### config.mk
export PLATFORM = sky130hd
export DESIGN_NAME = systolic_drain
export DESIGN_NICKNAME = d
export VERILOG_FILES = /design/src/rtl/systolic_pkg.sv /design/src/rtl/drain_fifo.sv /design/src/rtl/systolic_drain.sv
export SDC_FILE = /design/constraint.sdc
export NUM_CORES = 1
export LEC_CHECK = 0
export CAP_MARGIN = 20
export CORE_ASPECT_RATIO = 1.4
export CORE_MARGIN = 3
export CORE_UTILIZATION = 40
export DETAILED_ROUTE_END_ITERATION = 10
export PLACE_DENSITY = 0.58
export SLEW_MARGIN = 20
export SYNTH_ARGS = -nofsm -noshare
export SYNTH_HDL_FRONTEND = slang
export SYNTH_SLANG_ARGS = --single-unit
### constraint.sdc
create_clock -name clk -period 5.2 [get_ports clk]
set_input_delay 1.04 -clock clk [delete_from_list [all_inputs] [get_ports clk]]
set_output_delay 1.04 -clock clk [all_outputs]
set_load 0.02 [all_outputs]
### src/rtl/systolic_pkg.sv
// Shared types for the systolic array drain stage: drain FSM states and the default result word.
package systolic_pkg;

  localparam int DEF_WORD_SIZE = 16;

  typedef logic [DEF_WORD_SIZE-1:0] word_t;

  typedef enum logic [1:0] {
    IDLE  = 2'd0,
    DRAIN = 2'd1,
    FLUSH = 2'd2,
    DONE  = 2'd3
  } drain_state_t;

endpackage

### src/rtl/drain_fifo.sv
// drain_fifo: synchronous first-word-fall-through FIFO buffering drained array results.
// DEPTH must be a power of two so the pointers wrap naturally.
module drain_fifo
  import systolic_pkg::*;
#(
  parameter int DEPTH = 16,
  parameter int WIDTH = DEF_WORD_SIZE
) (
  input  logic                     clk,
  input  logic                     reset,
  input  logic                     push,
  input  logic [WIDTH-1:0]         push_data,
  input  logic                     pop,
  output logic [WIDTH-1:0]         pop_data,
  output logic                     valid,
  output logic [$clog2(DEPTH):0]   level
);

  localparam int AW = (DEPTH > 1) ? $clog2(DEPTH) : 1;
  localparam int LW = $clog2(DEPTH) + 1;
  localparam logic [LW-1:0] FULL_LEVEL = LW'(DEPTH);

  logic [WIDTH-1:0] mem [DEPTH];
  logic [AW-1:0]    wr_ptr;
  logic [AW-1:0]    rd_ptr;
  logic [LW-1:0]    count;
  logic             full;
  logic             do_push;
  logic             do_pop;

  assign full    = (count == FULL_LEVEL);
  assign valid   = (count != '0);
  assign do_pop  = pop & valid;
  // A pop in the same cycle frees the slot, so a full FIFO still accepts a push.
  assign do_push = push & (~full | do_pop);

  // Head is forced to zero while empty so the uninitialised storage never leaks out.
  assign pop_data = valid ? mem[rd_ptr] : '0;
  assign level    = count;

  // NOTE: the storage array has no reset; only pointers and count need a known state,
  // and leaving the RAM unreset lets it map onto plain memory cells.
  always_ff @(posedge clk) begin
    if (do_push) begin
      mem[wr_ptr] <= push_data;
    end
  end

  // NOTE: all clocked state uses non-blocking assignments so every register samples
  // pre-edge values regardless of the order the blocks are evaluated in.
  always_ff @(posedge clk or posedge reset) begin
    if (reset) begin
      wr_ptr <= '0;
      rd_ptr <= '0;
      count  <= '0;
    end else begin
      if (do_push) begin
        wr_ptr <= wr_ptr + 1'b1;
      end
      if (do_pop) begin
        rd_ptr <= rd_ptr + 1'b1;
      end
      case ({do_push, do_pop})
        2'b10:   count <= count + 1'b1;
        2'b01:   count <= count - 1'b1;
        default: count <= count;
      endcase
    end
  end

  a_no_overflow: assert property (@(posedge clk) disable iff (reset)
    !(push && full && !do_pop));

endmodule

### src/rtl/systolic_drain.sv
// systolic_drain: pulses arr_read to shift PE_NUMBER results out of the array into a FWFT FIFO.
// Define SYSTOLIC_DRAIN_AUTOCLR_EN to pulse arr_reset in DONE, clearing the array for the next tile.
module systolic_drain
  import systolic_pkg::*;
#(
  parameter int PE_NUMBER  = 64,
  parameter int WORD_SIZE  = DEF_WORD_SIZE,
  parameter int FIFO_DEPTH = 16,
  parameter int READ_LAT   = 1
) (
  input  logic                          clk,
  input  logic                          reset,
  input  logic                          start,
  output logic                          arr_read,
  output logic                          arr_reset,
  input  logic [WORD_SIZE-1:0]          arr_data,
  output logic                          out_valid,
  input  logic                          out_ready,
  output logic [WORD_SIZE-1:0]          out_data,
  output logic                          busy,
  output logic                          done,
  output logic [$clog2(FIFO_DEPTH):0]   level
);

  localparam int CW = $clog2(PE_NUMBER) + 1;
  localparam logic [CW-1:0] PE_CNT  = CW'(PE_NUMBER);
  localparam logic [CW-1:0] PE_LAST = CW'(PE_NUMBER - 1);

  drain_state_t        state;
  drain_state_t        state_nxt;
  logic [CW-1:0]       issued;
  logic [CW-1:0]       captured;
  logic [CW-1:0]       inflight;
  logic [READ_LAT-1:0] vpipe;
  logic                capture;
  logic                credit_ok;

  assign inflight  = issued - captured;
  // Reads already in flight reserve their FIFO slot, so a landing word always has room.
  assign credit_ok = (int'(level) + int'(inflight)) < FIFO_DEPTH;
  assign arr_read  = (state == DRAIN) && (issued < PE_CNT) && credit_ok;
  assign capture   = vpipe[READ_LAT-1];
  assign busy      = (state != IDLE);

`ifdef SYSTOLIC_DRAIN_AUTOCLR_EN
  assign arr_reset = (state == DONE);
`else
  assign arr_reset = 1'b0;
`endif

  // NOTE: state_nxt gets a default before the case so no path leaves it unassigned,
  // which would otherwise infer a latch.
  always_comb begin
    state_nxt = state;
    case (state)
      IDLE:    if (start) state_nxt = DRAIN;
      DRAIN:   if (issued == PE_CNT) state_nxt = FLUSH;
      FLUSH:   if (captured == PE_CNT) state_nxt = DONE;
      DONE:    state_nxt = IDLE;
      default: state_nxt = IDLE;
    endcase
  end

  always_ff @(posedge clk or posedge reset) begin
    if (reset) begin
      state    <= IDLE;
      issued   <= '0;
      captured <= '0;
      vpipe    <= '0;
      done     <= 1'b0;
    end else begin
      state <= state_nxt;
      done  <= capture && (captured == PE_LAST);

      vpipe[0] <= arr_read;
      for (int i = 1; i < READ_LAT; i++) begin
        vpipe[i] <= vpipe[i-1];
      end

      // Counters keep the previous tile's totals until the next accepted start.
      if (state == IDLE && start) begin
        issued   <= '0;
        captured <= '0;
      end else begin
        if (arr_read) issued   <= issued + 1'b1;
        if (capture)  captured <= captured + 1'b1;
      end
    end
  end

  drain_fifo #(
    .DEPTH (FIFO_DEPTH),
    .WIDTH (WORD_SIZE)
  ) u_fifo (
    .clk       (clk),
    .reset     (reset),
    .push      (capture),
    .push_data (arr_data),
    .pop       (out_ready),
    .pop_data  (out_data),
    .valid     (out_valid),
    .level     (level)
  );

  a_credit: assert property (@(posedge clk) disable iff (reset)
    (int'(level) + int'(inflight)) <= FIFO_DEPTH);

  a_capture_order: assert property (@(posedge clk) disable iff (reset)
    captured <= issued);

endmodule

==> flow_metrics.py <==
metrics = {
    "die": {
        "fp.dieArea_sq_mm": 0.0318,
        "io_pins": 46,
        "core_area_sq_mm": 0.0288,
        "rows": 73,
        "die_y_um": 210,
        "die_w_um": 151,
        "start_util_pct": 41.2,
    },
    "global_routing": {
        "grt_pass1_wl_um": 39000,
        "track_usage_pct": 16.5,
        "grt-ovfl-total": 0,
        "grt_max_degree": 41,
        "grt_pass1_vias": 6355,
        "antenna_found_initial": 0,
    },
    "timing": {
        "setup_viol": 0,
        "layout_min_cycle_time_ns": 4.88,
        "timing.slew.headroom_pct": 45.3,
        "tns_ns": 0,
        "tightest_slew_ns": 0.816,
        "rsz0062_at_grt": "false",
        "max_freq_mhz": 205,
        "period_share_pct": 93.9,
        "slew_viol_final": 0,
        "finClkSkew_ns": 0.00956,
        "finalHoldViolations": 0,
    },
    "outcome": {
        "outcome": "completed",
    },
    "critical_path": {
        "start_kind": "register",
        "cp.arrival_ns": 3.84,
        "end_kind": "output port",
        "r2r_cells": 14,
        "worstPathMaxFanout": 11,
        "setup.worst_path.class": "reg2out",
        "crit_required_ns": 4.16,
    },
    "final_layout": {
        "nNetsFinal": 730,
        "nFillCells": 2406,
        "final_cells": 1075,
        "diodes": 0,
        "drive_gt1_share_pct": 25.6,
        "syn_to_final_growth_pct": 16.8,
    },
    "hold_path": {
        "min_path_cells": 1,
        "hp-class": "reg2reg",
    },
    "clock_network": {
        "clk_pin_slew_worst_paths_ns": 0.06,
        "ctsHoldBuffers": 0,
        "cts_setup_buffers": 0,
        "cts_htree_levels": 1,
        "cts_buffers": 29,
        "clock-root-buffer": "clkbuf_16",
        "clock_sinks": 287,
        "cts_tree": "done",
        "cts_buffer_depth": 3,
        "clk_latency_ns": 0.54,
    },
    "drt": {
        "drtIter0Drc": 346,
        "post_drt_wl_per_cell_um": 23.5,
        "vias": 5904,
        "routed_wl_um": 25300,
        "route.detailed.drc": 0,
        "ant_nets": 0,
        "drt-vias-per-instance": 5.49,
        "dr.pass1.iters": 4,
    },
    "placement": {
        "dp.final_hpwl_um": 15800,
        "portBuffers": 44,
        "place_congestion": 0.790,
        "dp.cells": 1025,
    },
    "logic_synthesis": {
        "netlist_area_sq_mm": 0.0119,
        "synth_nets": 654,
        "syn_area_per_cell_sq_um": 19.6,
        "synthFlopType": "edfxtp_1",
        "synthDistinctLibCells": 48,
        "synth_warnings": 0,
        "synth-edff-count": 256,
        "ys_ff_latch": 287,
        "synth_cells": 605,
        "seq_area_frac_synth_pct": 71.4,
        "async_flop_share_pct": 10.8,
    },
    "power": {
        "ir_drop_mv": 0.351,
        "powerDensity_mw_per_mm2": 531,
        "p_leak_nw": 4.60,
    },
    "job": {
        "drv_cap": 0,
    },
}
==> repair_timing <==
| item | 4_1_cts | 5_1_grt |
|---|---|---|
| resized for setup | 1 | 1 |
| endpoints found under the setup margin | 1 | 1 |
| endpoints found under the hold margin | 0 | 0 |
==> sequential cells by signal, indices dropped and copies added (netlist names) <==
| register | flops |
|---|---|
| done | 1 |
| u_fifo.mem | 256 |
| issued | 7 |
| u_fifo.wr_ptr | 4 |
| capture | 1 |
| u_fifo.level | 5 |
| state | 2 |
| u_fifo.rd_ptr | 4 |
| captured | 7 |
==> synth_stat cells (3+ instances only) <==
master | number | area, sq um
o21ai_0 | 8 | 40.0
xor2_1 | 3 | 26.3
mux4_2 | 80 | 1800
buf_2 | 6 | 30.0
o21a_1 | 3 | 22.5
nand4_1 | 3 | 18.8
or3_1 | 4 | 25.0
mux2_2 | 4 | 45.0
and2_1 | 17 | 106
nor3_1 | 6 | 30.0
nand2b_1 | 5 | 31.3
a21o_1 | 3 | 22.5
nor2_1 | 21 | 78.8
edfxtp_1 | 256 | 7690
mux2i_1 | 3 | 30.0
o31ai_1 | 4 | 30.0
dfrtp_1 | 31 | 776
nand3_1 | 9 | 45.0
xnor2_1 | 13 | 114
ha_1 | 27 | 338
buf_1 | 3 | 11.3
or4_1 | 5 | 37.5
inv_1 | 22 | 82.6
buf_4 | 5 | 37.5
a21oi_1 | 11 | 55.1
nor4_1 | 3 | 18.8
clkbuf_1 | 12 | 45.0
nand2_1 | 15 | 56.3
==> cell type report <==
class | instances | area [sq um] | share of cell area (%)
flip-flops and latches | 287 | 8470 | 61.2
multi-input cells | 269 | 3230 | 23.3
clock buffers | 32 | 737 | 5.32
repair buffers | 72 | 674 | 4.87
well taps | 375 | 469 | 3.39
clock inverters | 18 | 184 | 1.33
inverters | 22 | 82.6 | 0.597
==> metal layers <==
| metal | track usage (%) | vias to the layer above | part of all wire [%] |
|---|---|---|---|
| met5 | 0 | - | 0 |
| met4 | 3.84 | 0 | 2.0 |
| met3 | 2.10 | 40 | 4.6 |
| met2 | 29.1 | 144 | 53 |
| met1 | 21.7 | 3132 | 40 |
| li1 | - | 2588 | - |
==> cells by family after synthesis <==
| kind of cell | synth area share, % |
|---|---|
| flops | 71.4 |
| mux | 16.0 |
| buf+inv | 1.84 |
| xor+xnor | 1.18 |
| simple gates | 4.24 |
| other cells | 0.0316 |
| compound gates | 2.16 |
| fa+ha+maj | 3.19 |
==> cell usage in the layout, fill, tap and decap left out, drive strengths merged, types with 5 or more instances in the layout <==
cell type	instances
a21oi	12
and2	17
buf	28
clkbuf	32
clkdlybuf4s50	43
clkinv	10
dfrtp	31
edfxtp	256
ha	27
inv	24
mux2	5
mux4	80
nand2	15
nand2b	5
nand3	9
nor2	21
nor3	6
o21ai	9
or4	5
xnor2	13
==> final timing paths <==
kind	from	to	slack [ns]
setup / recovery	issued[0]	arr_read	0.32
hold / removal	captured[6]	done	0.54
setup reg to reg	issued[0]	issued[5]	1.72
hold reg to reg	captured[6]	done	0.54
max in group asynchronous	reset	u_fifo.rd_ptr[0]	3.96
min in group asynchronous	reset	u_fifo.level[4]	0.91
==> power breakdown <==
part	switching (mW)	leakage, nW	internal [mW]
combinational	1.11	1.45	1.31
sequential	0.260	2.70	2.65
clock	0.852	0.442	1.17
total	2.22	4.60	5.13
==> critical path: stages (launching register included) <==
cell and delay, ns:
dfrtp_1 0.42, inv_1 0.14, ha_1 0.16, inv_1 0.05, fa_1 0.42, a21o_1 0.19
a21oi_1 0.17, xnor2_1 0.14, ha_1 0.25, nand2b_1 0.14, nor4_1 0.24, nand3_1 0.12
mux2_4 0.33, nor2_2 0.19, dlygate4sd2_1 0.36
==> stage by stage <==
step	util (%)	instance area, sq um	total power [mW]	hold WS [ns]	setup slack [ns]
global placement	44.9	12900	5.37	0.510	0.619
finish	48.1	13800	7.35	0.538	0.316
floorplan	-	11900	4.59	0.486	1.13
global route	48.1	13800	7.74	0.576	0.0908
detailed placement	44.9	12900	5.42	0.529	0.471
CTS	48.1	13800	7.46	0.541	0.189
Power figures use the tool's default switching activity.
